--- src/rtl/io_mmio_pkg.sv ---
// Register offsets for the 0x8000_00xx memory-mapped IO window.
package io_mmio_pkg;

  localparam logic [7:0] IO_STAT = 8'h00;
  localparam logic [7:0] IO_RXD  = 8'h04;
  localparam logic [7:0] IO_TXD  = 8'h08;
  localparam logic [7:0] IO_FLAG = 8'h0C;
  localparam logic [7:0] IO_CYC  = 8'h10;
  localparam logic [7:0] IO_INST = 8'h14;
  localparam logic [7:0] IO_CLR  = 8'h18;
  localparam logic [7:0] IO_EVT0 = 8'h20;

endpackage

--- src/rtl/io_mmio_ctrl_sync_fifo.sv ---
// Show-ahead synchronous FIFO; a pop on a full FIFO frees the slot for a same-cycle push.
module sync_fifo #(
  parameter int WIDTH = 8,
  parameter int DEPTH = 8
) (
  input  logic             clk,
  input  logic             rst_n,
  input  logic             push,
  input  logic             pop,
  input  logic [WIDTH-1:0] din,
  output logic [WIDTH-1:0] dout,
  output logic             full,
  output logic             empty
);

  localparam int AW = $clog2(DEPTH);

  logic [WIDTH-1:0] r_mem [DEPTH];
  logic [AW:0]      r_wr_ptr;
  logic [AW:0]      r_rd_ptr;
  logic             w_do_pop;
  logic             w_do_push;

  // Extra pointer bit distinguishes full from empty when the indices match.
  assign empty     = (r_wr_ptr == r_rd_ptr);
  assign full      = (r_wr_ptr[AW] != r_rd_ptr[AW]) && (r_wr_ptr[AW-1:0] == r_rd_ptr[AW-1:0]);
  assign w_do_pop  = pop && !empty;
  assign w_do_push = push && (!full || w_do_pop);
  assign dout      = r_mem[r_rd_ptr[AW-1:0]];

  always_ff @(posedge clk or negedge rst_n) begin
    if (!rst_n) begin
      r_wr_ptr <= '0;
      r_rd_ptr <= '0;
    end else begin
      if (w_do_push) r_wr_ptr <= r_wr_ptr + (AW+1)'(1);
      if (w_do_pop)  r_rd_ptr <= r_rd_ptr + (AW+1)'(1);
    end
  end

  always_ff @(posedge clk) begin
    if (w_do_push) r_mem[r_wr_ptr[AW-1:0]] <= din;
  end

endmodule

--- src/rtl/io_mmio_ctrl.sv ---
// MMIO block: buffered UART RX/TX, cycle/instret/event counters and a registered read port.
module io_mmio_ctrl
  import io_mmio_pkg::*;
#(
  parameter int RX_DEPTH = 8,
  parameter int TX_DEPTH = 8,
  parameter int NUM_EVT  = 2,
  parameter int CNT_W    = 32
) (
  input  logic               clk,
  input  logic               rst_n,
  input  logic [7:0]         addr,
  input  logic               wr_en,
  input  logic [3:0]         wr_be,
  input  logic [31:0]        wr_data,
  input  logic               rd_en,
  output logic [31:0]        rd_data,
  output logic               rd_valid,
  input  logic [7:0]         rx_data,
  input  logic               rx_valid,
  output logic               rx_ready,
  output logic [7:0]         tx_data,
  output logic               tx_valid,
  input  logic               tx_ready,
  input  logic               inst_ret,
  input  logic [NUM_EVT-1:0] evt
);

  logic [7:0]       w_off;
  logic             w_rx_pop;
  logic             w_rx_full;
  logic             w_rx_empty;
  logic [7:0]       w_rx_dout;
  logic             w_tx_push;
  logic             w_tx_full;
  logic             w_tx_empty;
  logic             w_drop_set;
  logic             w_flag_clr;
  logic             w_cnt_clr;
  logic [31:0]      w_rd_mux;
  logic             w_unused;

  logic             r_tx_drop;
  logic [CNT_W-1:0] r_cyc;
  logic [CNT_W-1:0] r_inst;
  logic [CNT_W-1:0] r_evt [NUM_EVT];
  logic [31:0]      r_rd_data;
  logic             r_rd_valid;

  assign w_off      = {addr[7:2], 2'b00};
  assign w_rx_pop   = rd_en && (w_off == IO_RXD);
  assign w_tx_push  = wr_en && (w_off == IO_TXD) && wr_be[0];
  assign w_drop_set = w_tx_push && w_tx_full && !tx_ready;
  assign w_flag_clr = wr_en && (w_off == IO_FLAG) && wr_be[0] && wr_data[0];
  assign w_cnt_clr  = wr_en && (w_off == IO_CLR) && (|wr_be);
  assign w_unused   = &{1'b0, addr[1:0], wr_data[31:8]};

  // The uart may still offer a byte while full; it lands if a read frees a slot.
  sync_fifo #(.WIDTH(8), .DEPTH(RX_DEPTH)) u_rx_fifo (
    .clk   (clk),
    .rst_n (rst_n),
    .push  (rx_valid),
    .pop   (w_rx_pop),
    .din   (rx_data),
    .dout  (w_rx_dout),
    .full  (w_rx_full),
    .empty (w_rx_empty)
  );

  sync_fifo #(.WIDTH(8), .DEPTH(TX_DEPTH)) u_tx_fifo (
    .clk   (clk),
    .rst_n (rst_n),
    .push  (w_tx_push),
    .pop   (tx_ready),
    .din   (wr_data[7:0]),
    .dout  (tx_data),
    .full  (w_tx_full),
    .empty (w_tx_empty)
  );

  assign rx_ready = !w_rx_full;
  assign tx_valid = !w_tx_empty;

  always_ff @(posedge clk or negedge rst_n) begin
    if (!rst_n) begin
      r_tx_drop <= 1'b0;
    end else begin
      r_tx_drop <= w_drop_set || (r_tx_drop && !w_flag_clr);
    end
  end

  // Clear beats a same-cycle increment.
  always_ff @(posedge clk or negedge rst_n) begin
    if (!rst_n) begin
      r_cyc  <= '0;
      r_inst <= '0;
      for (int i = 0; i < NUM_EVT; i++) r_evt[i] <= '0;
    end else if (w_cnt_clr) begin
      r_cyc  <= '0;
      r_inst <= '0;
      for (int i = 0; i < NUM_EVT; i++) r_evt[i] <= '0;
    end else begin
      r_cyc  <= r_cyc + CNT_W'(1);
      r_inst <= r_inst + CNT_W'(inst_ret);
      for (int i = 0; i < NUM_EVT; i++) r_evt[i] <= r_evt[i] + CNT_W'(evt[i]);
    end
  end

  always_comb begin
    w_rd_mux = 32'd0;
    case (w_off)
      IO_STAT: w_rd_mux = {30'd0, !w_rx_empty, !w_tx_full};
      IO_RXD:  w_rd_mux = w_rx_empty ? 32'd0 : {24'd0, w_rx_dout};
      IO_FLAG: w_rd_mux = {31'd0, r_tx_drop};
      IO_CYC:  w_rd_mux = 32'(r_cyc);
      IO_INST: w_rd_mux = 32'(r_inst);
      default: w_rd_mux = 32'd0;
    endcase
    for (int i = 0; i < NUM_EVT; i++) begin
      if (w_off == IO_EVT0 + 8'(4 * i)) w_rd_mux = 32'(r_evt[i]);
    end
  end

  always_ff @(posedge clk or negedge rst_n) begin
    if (!rst_n) begin
      r_rd_data  <= 32'd0;
      r_rd_valid <= 1'b0;
    end else begin
      r_rd_valid <= rd_en;
      if (rd_en) r_rd_data <= w_rd_mux;
    end
  end

  assign rd_data  = r_rd_data;
  assign rd_valid = r_rd_valid;

endmodule

--- config.mk ---
export PLATFORM = sky130hd
export DESIGN_NAME = io_mmio_ctrl
export DESIGN_NICKNAME = d
export VERILOG_FILES = /design/src/rtl/io_mmio_pkg.sv /design/src/rtl/io_mmio_ctrl_sync_fifo.sv /design/src/rtl/io_mmio_ctrl.sv
export SDC_FILE = /design/constraint.sdc
export NUM_CORES = 1
export LEC_CHECK = 0
export ABC_CLOCK_PERIOD_IN_PS = 8700
export CORE_AREA = 10 10 219 221
export CTS_BUF_LIST = sky130_fd_sc_hd__clkbuf_4 sky130_fd_sc_hd__clkbuf_8
export DETAILED_ROUTE_END_ITERATION = 16
export DIE_AREA = 0 0 229 231
export GPL_ROUTABILITY_DRIVEN = 0
export SYNTH_ARGS = -nofsm -noshare
export SYNTH_HDL_FRONTEND = slang
export SYNTH_SLANG_ARGS = --single-unit
--- constraint.sdc ---
create_clock -name clk -period 8.7 [get_ports clk]
set_input_delay 1.74 -clock clk [delete_from_list [all_inputs] [get_ports clk]]
set_output_delay 1.74 -clock clk [all_outputs]
set_load 0.01 [all_outputs]
==> flow_summary.json, run 1 <==
{
  "status": "finished clean",
  "clk_pin_slew_ns": 0.06,
  "drv.max_cap_violation_count": 0,
  "synth_edf_count": 128,
  "utilization_pct": 38.0,
  "clkSinkCount": 306,
  "post_cts_buffers": 0,
  "place_area_um2": 15600,
  "grt_pass1_vias": 9326,
  "hold_viol": 0,
  "endpoint_kind": "output pin",
  "initial_utilization_pct": 32.4,
  "final-setup-viol-count": 0,
  "coreArea_um2": 43700,
  "clock.fmax_mhz": 224,
  "path_max_fanout": 20,
  "rsz0062_at_grt": "false",
  "syn_avg_cell_area_um2": 12.2,
  "grt-ovfl-total": 0,
  "skew_ns": 0.0324,
  "finalCritPeriodShare_pct": 51.3,
  "cp_num_buf_inv": 1,
  "slowest_delay_ns": 0.93,
  "fin_area_um2": 16600,
  "synth_area_um2": 14200,
  "worst_pin_slew_ns": 1.13,
  "leakage_nw": 6.36,
  "dieHeight_um": 231,
  "numCtsBuffers": 49,
  "critPathTopFamily": "flip-flops",
  "root_buffer": "clkbuf_8",
  "vdd_drop_max_mv": 0.0912,
  "antenna_found_initial": 2,
  "clk_latency_ns": 0.59,
  "fillers": 4233,
  "crit_path_start_kind": "register",
  "worst_path_max_delay_cell": "dfrtp_1",
  "route.detailed.drc": 0,
  "clockBufferDepth": 3,
  "yosysTopAreaCell": "dfrtp_1",
  "max_slew_margin_pct": 24.2,
  "pwr-share-clk_pct": 33.7,
  "vias": 9169,
  "synthTopCellsByArea": "dfrtp_1, edfxtp_1, mux4_2, xor2_1, nor2_1",
  "vias_per_cell": 4.89,
  "setup_ws_ns": 4.23,
  "wl_um": 32800,
  "port_buffers": 77,
  "rows": 77,
  "ys.flop_type": "dfrtp_1",
  "post_cts_resized": 0,
  "min_period_ns": 4.47,
  "internal-power_mw": 2.78,
  "cts_tree": "done",
  "grt_pass1_wl_um": 52900,
  "worstPathRequired_ns": 6.96,
  "syn_nets": 1231,
  "cts_hold_buf": 0,
  "pwr-share-seq_pct": 48.3,
  "p_switching_mw": 1.07,
  "worst-setup-path-type": "reg -> out",
  "grt_max_degree": 76,
  "fin_setup_tns_ns": 0,
  "layout-drive-gt1-share_pct": 14.7,
  "hp-class": "reg -> reg",
  "synth_cells": 1159,
  "pwr-share-comb_pct": 18.0,
  "power_density_nw_per_um2": 231,
  "top_level_ports": 104,
  "fin_nets": 1316,
  "synthArstFlopShare_pct": 58.2,
  "p_total_mw": 3.85,
  "area_growth_pct": 17.5,
  "synth-seq-cells": 306,
  "die_w_um": 229,
  "firstDrtPassIters": 5,
  "yosysSeqAreaShare_pct": 58.6,
  "hpwl_um": 21900,
  "grt_usage_pct": 12.3,
  "path_cells": "mux4_2, mux2_2, clkdlybuf4s50_1",
  "worstPathArrival_ns": 2.73,
  "place_ws_ns": 3.67,
  "htree_num_levels": 2,
  "antenna_left": 0,
  "final_max_slew_viol_count": 0,
  "drt_iter0_markers": 477,
  "ys_warn_count": 0,
  "switching_share_pct": 27.8,
  "die_area_um2": 52900,
  "drt-wirelength-per-cell_um": 17.5,
  "ys_types": 55,
  "yosysTopAreaCellShare_pct": 31.4
}
-- layer usage --
metal	global-route usage, %	up-vias	routed length (um)	share of wire, %
met2	19.8	148	15600	48
met4	3.81	0	583	1.8
met5	0	-	0	0
met3	2.43	39	1390	4.2
li1	-	4384	-	-
met1	16.6	4598	15200	46
-- area by class of cell --
type / count / area, um^2 / area share (%)
clock buffers: 70 / 863 / 5.19
well taps: 592 / 741 / 4.45
multi-input cells: 759 / 5530 / 33.3
diodes: 2 / 5.00 / 0.0301
repair buffers: 96 / 907 / 5.45
clock inverters: 19 / 171 / 1.03
inverters: 32 / 120 / 0.722
flip-flops and latches: 306 / 8300 / 49.9
-- power by group through the flow --
stage	Sequential (mW)	Clock, mW	Combinational [mW]
CTS	1.86	1.34	0.710
floorplan	1.80	0	0.516
global route	1.89	1.40	0.770
global placement	1.88	0	0.695
finish	1.86	1.30	0.691
detailed placement	1.89	0	0.706
-- logic make-up (layout without fill, tap and decap cells) --
family	Yosys count	after routing	synth area share, %
adder cells (fa/ha/maj)	11	11	0.972
other	0	2	0
XOR/XNOR	128	128	7.92
AO/OA/AOI/OAI	120	120	5.91
multiplexers	82	82	8.87
AND/OR/NAND/NOR	418	418	15.0
flip-flops	306	306	58.6
buffers and inverters	94	217	2.76
-- synth_stat cells (2+ instances only) --
master    number
o21a_1        22
a22o_1        20
clkbuf_1      35
ha_1          11
or3b_1         2
and2_1         5
nand3_2        2
a31oi_1        3
edfxtp_1     128
mux2_2        28
nor4_1        14
nand3_1       53
buf_1          2
and4b_1        2
o22ai_1       23
o31ai_1        2
nand4_1       42
nor3b_1        6
o21ai_0       14
a41oi_1        6
a22oi_1        9
nor3_1        24
dfrtp_1      178
or2_2          3
and4_1        12
inv_1         32
a21oi_1       15
nand2_1       60
nor2_1       134
nand2b_1       5
or3_1         10
or4b_2         2
mux2i_1       22
and3_1        23
nor2b_1       10
xor2_1        75
mux4_2        32
buf_2         24
xnor2_1       53
-- worst reg2reg max path: cells and delay by family (launching register included) --
kind            cells  cell delay (ns)
compound gates      1             0.59
simple gates        3             1.13
flops               1             0.93
xor+xnor            1             0.16
-- sequential cells by signal, indices dropped and copies added, names as in the netlist, 4 cells and up --
signal / flops
u_rx_fifo.r_rd_ptr: 4
u_tx_fifo.r_wr_ptr: 4
r_inst: 32
u_tx_fifo.r_mem: 64
r_cyc: 32
u_rx_fifo.r_mem: 64
u_rx_fifo.r_wr_ptr: 4
u_tx_fifo.r_rd_ptr: 4
rd_data: 32
r_evt: 64
-- final timing paths --
check                           slack [ns]                                 to  depth (start not counted)                               from
worst max-delay path                  4.23                         tx_data[1]                          3  u_tx_fifo.r_rd_ptr[1]$_DFFE_PN0P_
worst min-delay path                  0.48  u_rx_fifo.r_wr_ptr[3]$_DFFE_PN0P_                          1  u_rx_fifo.r_wr_ptr[3]$_DFFE_PN0P_
worst max register to register        5.52    u_tx_fifo.r_mem[5][3]$_DFFE_PP_                          5  u_tx_fifo.r_rd_ptr[1]$_DFFE_PN0P_
worst min register to register        0.48  u_rx_fifo.r_wr_ptr[3]$_DFFE_PN0P_                          1  u_rx_fifo.r_wr_ptr[3]$_DFFE_PN0P_
max in group asynchronous             6.38            rd_data[22]$_DFFE_PN0P_                          2                              rst_n
min in group asynchronous             1.17                r_evt[60]$_DFF_PN0_                          1                              rst_n
-- metrics by stage --
step,hold slack [ns],cells
floorplan,0.461,1159
global placement,0.473,1785
detailed placement,0.477,1785
CTS,0.488,1874
global route,0.493,1875
finish,0.480,1876
-- cells in the final DEF, fill, tap and decap left out, types with 14 or more instances in the layout --
cell             count
nor3_1              21
dfrtp_1            178
edfxtp_1           128
buf_4               19
o22ai_1             23
clkdlybuf4s50_1     74
o21a_1              22
mux2_2              28
o21ai_0             14
xnor2_1             53
clkbuf_4            16
mux2i_1             22
inv_1               32
nand3_1             53
nand2_1             60
a22o_1              20
nand4_1             42
mux4_2              32
clkbuf_8            55
a21oi_1             15
and3_1              23
nor2_1             133
xor2_1              75
No activity file was read; power rests on OpenSTA's default activity.
==> run 2: changes to the inputs <==
Settings changed: ABC_CLOCK_PERIOD_IN_PS 8700 to 4400.
Clock period 8.7 ns to 4.4 ns, I/O delays scaled along.
==> run 2 against run 1 <==
Compared with the run above: die area unchanged; sequential cell count unchanged; core utilization increased by 0.45 points; critical endpoint is now tx_data[0]; highest routed layer unchanged.
==> flow_summary.json, run 2 (synthesized netlist as in run 1, its figures left out) <==
{
  "worstPathArrival_ns": 2.78,
  "drt_iter0_markers": 478,
  "antenna_left": 0,
  "firstDrtPassIters": 5,
  "place_area_um2": 15700,
  "n_antenna_cell": 0,
  "grt_usage_pct": 12.4,
  "initial_utilization_pct": 32.4,
  "drv.max_cap_violation_count": 0,
  "worstPathRequired_ns": 3.52,
  "grt-ovfl-total": 0,
  "fin_nets": 1331,
  "grt_pass1_vias": 9338,
  "layout_common_cells": "dfrtp_1, nor2_1, edfxtp_1",
  "post_cts_buffers": 0,
  "path_max_fanout": 12,
  "fin_area_um2": 16800,
  "rsz0062_at_grt": "false",
  "worst_pin_slew_ns": 1.06,
  "route.detailed.drc": 0,
  "wl_um": 33500,
  "coreArea_um2": 43700,
  "skew_ns": 0.0260,
  "power_density_nw_per_um2": 463,
  "clock.fmax_mhz": 273,
  "clk_pin_slew_ns": 0.06,
  "utilization_pct": 38.5,
  "grt_max_degree": 129,
  "finalCritPeriodShare_pct": 83.2,
  "path_cells": "buf_12, mux4_2, mux2_2, clkdlybuf4s50_1",
  "multi_input_area_um2": 5500,
  "critPathTopFamily": "multiplexers",
  "cp_num_buf_inv": 2,
  "clk_latency_ns": 0.59,
  "p_total_mw": 7.80,
  "clkSinkCount": 306,
  "vias": 9359,
  "status": "finished clean",
  "root_buffer": "clkbuf_8",
  "vdd_drop_max_mv": 0.197,
  "drt-wirelength-per-cell_um": 17.7,
  "die_w_um": 229,
  "numCtsBuffers": 50,
  "min_period_ns": 3.66,
  "max_slew_margin_pct": 28.8,
  "regArea_um2": 8300,
  "final-setup-viol-count": 0,
  "cts_hold_buf": 0,
  "vias_per_cell": 4.95,
  "place_ws_ns": 0.795,
  "final_max_slew_viol_count": 0,
  "setup_ws_ns": 0.739,
  "dieHeight_um": 231,
  "htree_num_levels": 2,
  "final_common_cell": "dfrtp_1",
  "fillers": 4217,
  "worst-setup-path-type": "reg -> out",
  "layout-drive-gt1-share_pct": 15.5,
  "grt_pass1_wl_um": 53500,
  "endpoint_kind": "output pin",
  "crit_path_start_kind": "register",
  "rows": 77,
  "leakage_nw": 6.47,
  "worst_path_max_delay_cell": "dfrtp_1",
  "clockBufferDepth": 3,
  "hpwl_um": 22100,
  "area_growth_pct": 18.9,
  "hp-class": "in -> async",
  "hold_viol": 0,
  "cts_tree": "done",
  "fin_setup_tns_ns": 0,
  "die_area_um2": 52900,
  "post_cts_resized": 0,
  "antenna_found_initial": 0,
  "top_level_ports": 104,
  "slowest_delay_ns": 0.67,
  "port_buffers": 77
}
[run 2: changes by cell type in the layout (fill, tap and decap cells not counted), moves of 3 or more]
cell and change:
nor3b_2 -4, clkbuf_4 -3, nor3b_1 +4, buf_12 +3, buf_4 +11, clkbuf_8 +5
[run 2: layer usage]
| metal | part of all wire, % | up-vias | global-route usage (%) |
|---|---|---|---|
| met5 | 0 | - | 0 |
| met4 | 1.8 | 0 | 3.48 |
| met3 | 4.3 | 45 | 2.27 |
| met2 | 48 | 183 | 20.1 |
| li1 | - | 4426 | - |
| met1 | 46 | 4705 | 16.8 |
[run 2: final timing paths]
| kind | to | slack, ns | startpoint | cells past startpoint |
|---|---|---|---|---|
| max in group asynchronous | r_cyc[22]$_DFF_PN0_ | 3.13 | rst_n | 2 |
| hold reg to reg | u_rx_fifo.r_wr_ptr[3]$_DFFE_PN0P_ | 0.49 | u_rx_fifo.r_wr_ptr[3]$_DFFE_PN0P_ | 1 |
| min in group clk | u_rx_fifo.r_wr_ptr[3]$_DFFE_PN0P_ | 0.49 | u_rx_fifo.r_wr_ptr[3]$_DFFE_PN0P_ | 1 |
| hold / removal | rd_data[17]$_DFFE_PN0P_ | 0.37 | rst_n | 1 |
| setup reg to reg | u_tx_fifo.r_mem[7][7]$_DFFE_PP_ | 1.54 | u_tx_fifo.r_rd_ptr[1]$_DFFE_PN0P_ | 5 |
| setup / recovery | tx_data[0] | 0.74 | u_tx_fifo.r_rd_ptr[0]$_DFFE_PN0P_ | 4 |
[run 2: through the flow]
stage,hold WS [ns],instances
6_report,0.371,1891
5_1_grt,0.435,1891
4_1_cts,0.392,1891
3_5_place_dp,0.485,1799
3_3_place_gp,0.477,1799
2_1_floorplan,0.461,1159
[run 2: where the power goes]
part | total (mW) | internal [mW] | leakage (nW) | switching (mW)
sequential | 3.70 | 3.30 | 3.51 | 0.404
combinational | 1.37 | 0.771 | 2.38 | 0.603
clock | 2.72 | 1.57 | 0.587 | 1.14
total | 7.80 | 5.65 | 6.47 | 2.15
[run 2: layout make-up]
class | count | area share, %
Inverter | 32 | 0.713
Clock inverter | 20 | 1.28
Timing Repair Buffer | 110 | 6.23
Multi-Input combinational cell | 759 | 32.7
Sequential cell | 306 | 49.3
Clock buffer | 72 | 5.40
Tap cell | 592 | 4.40
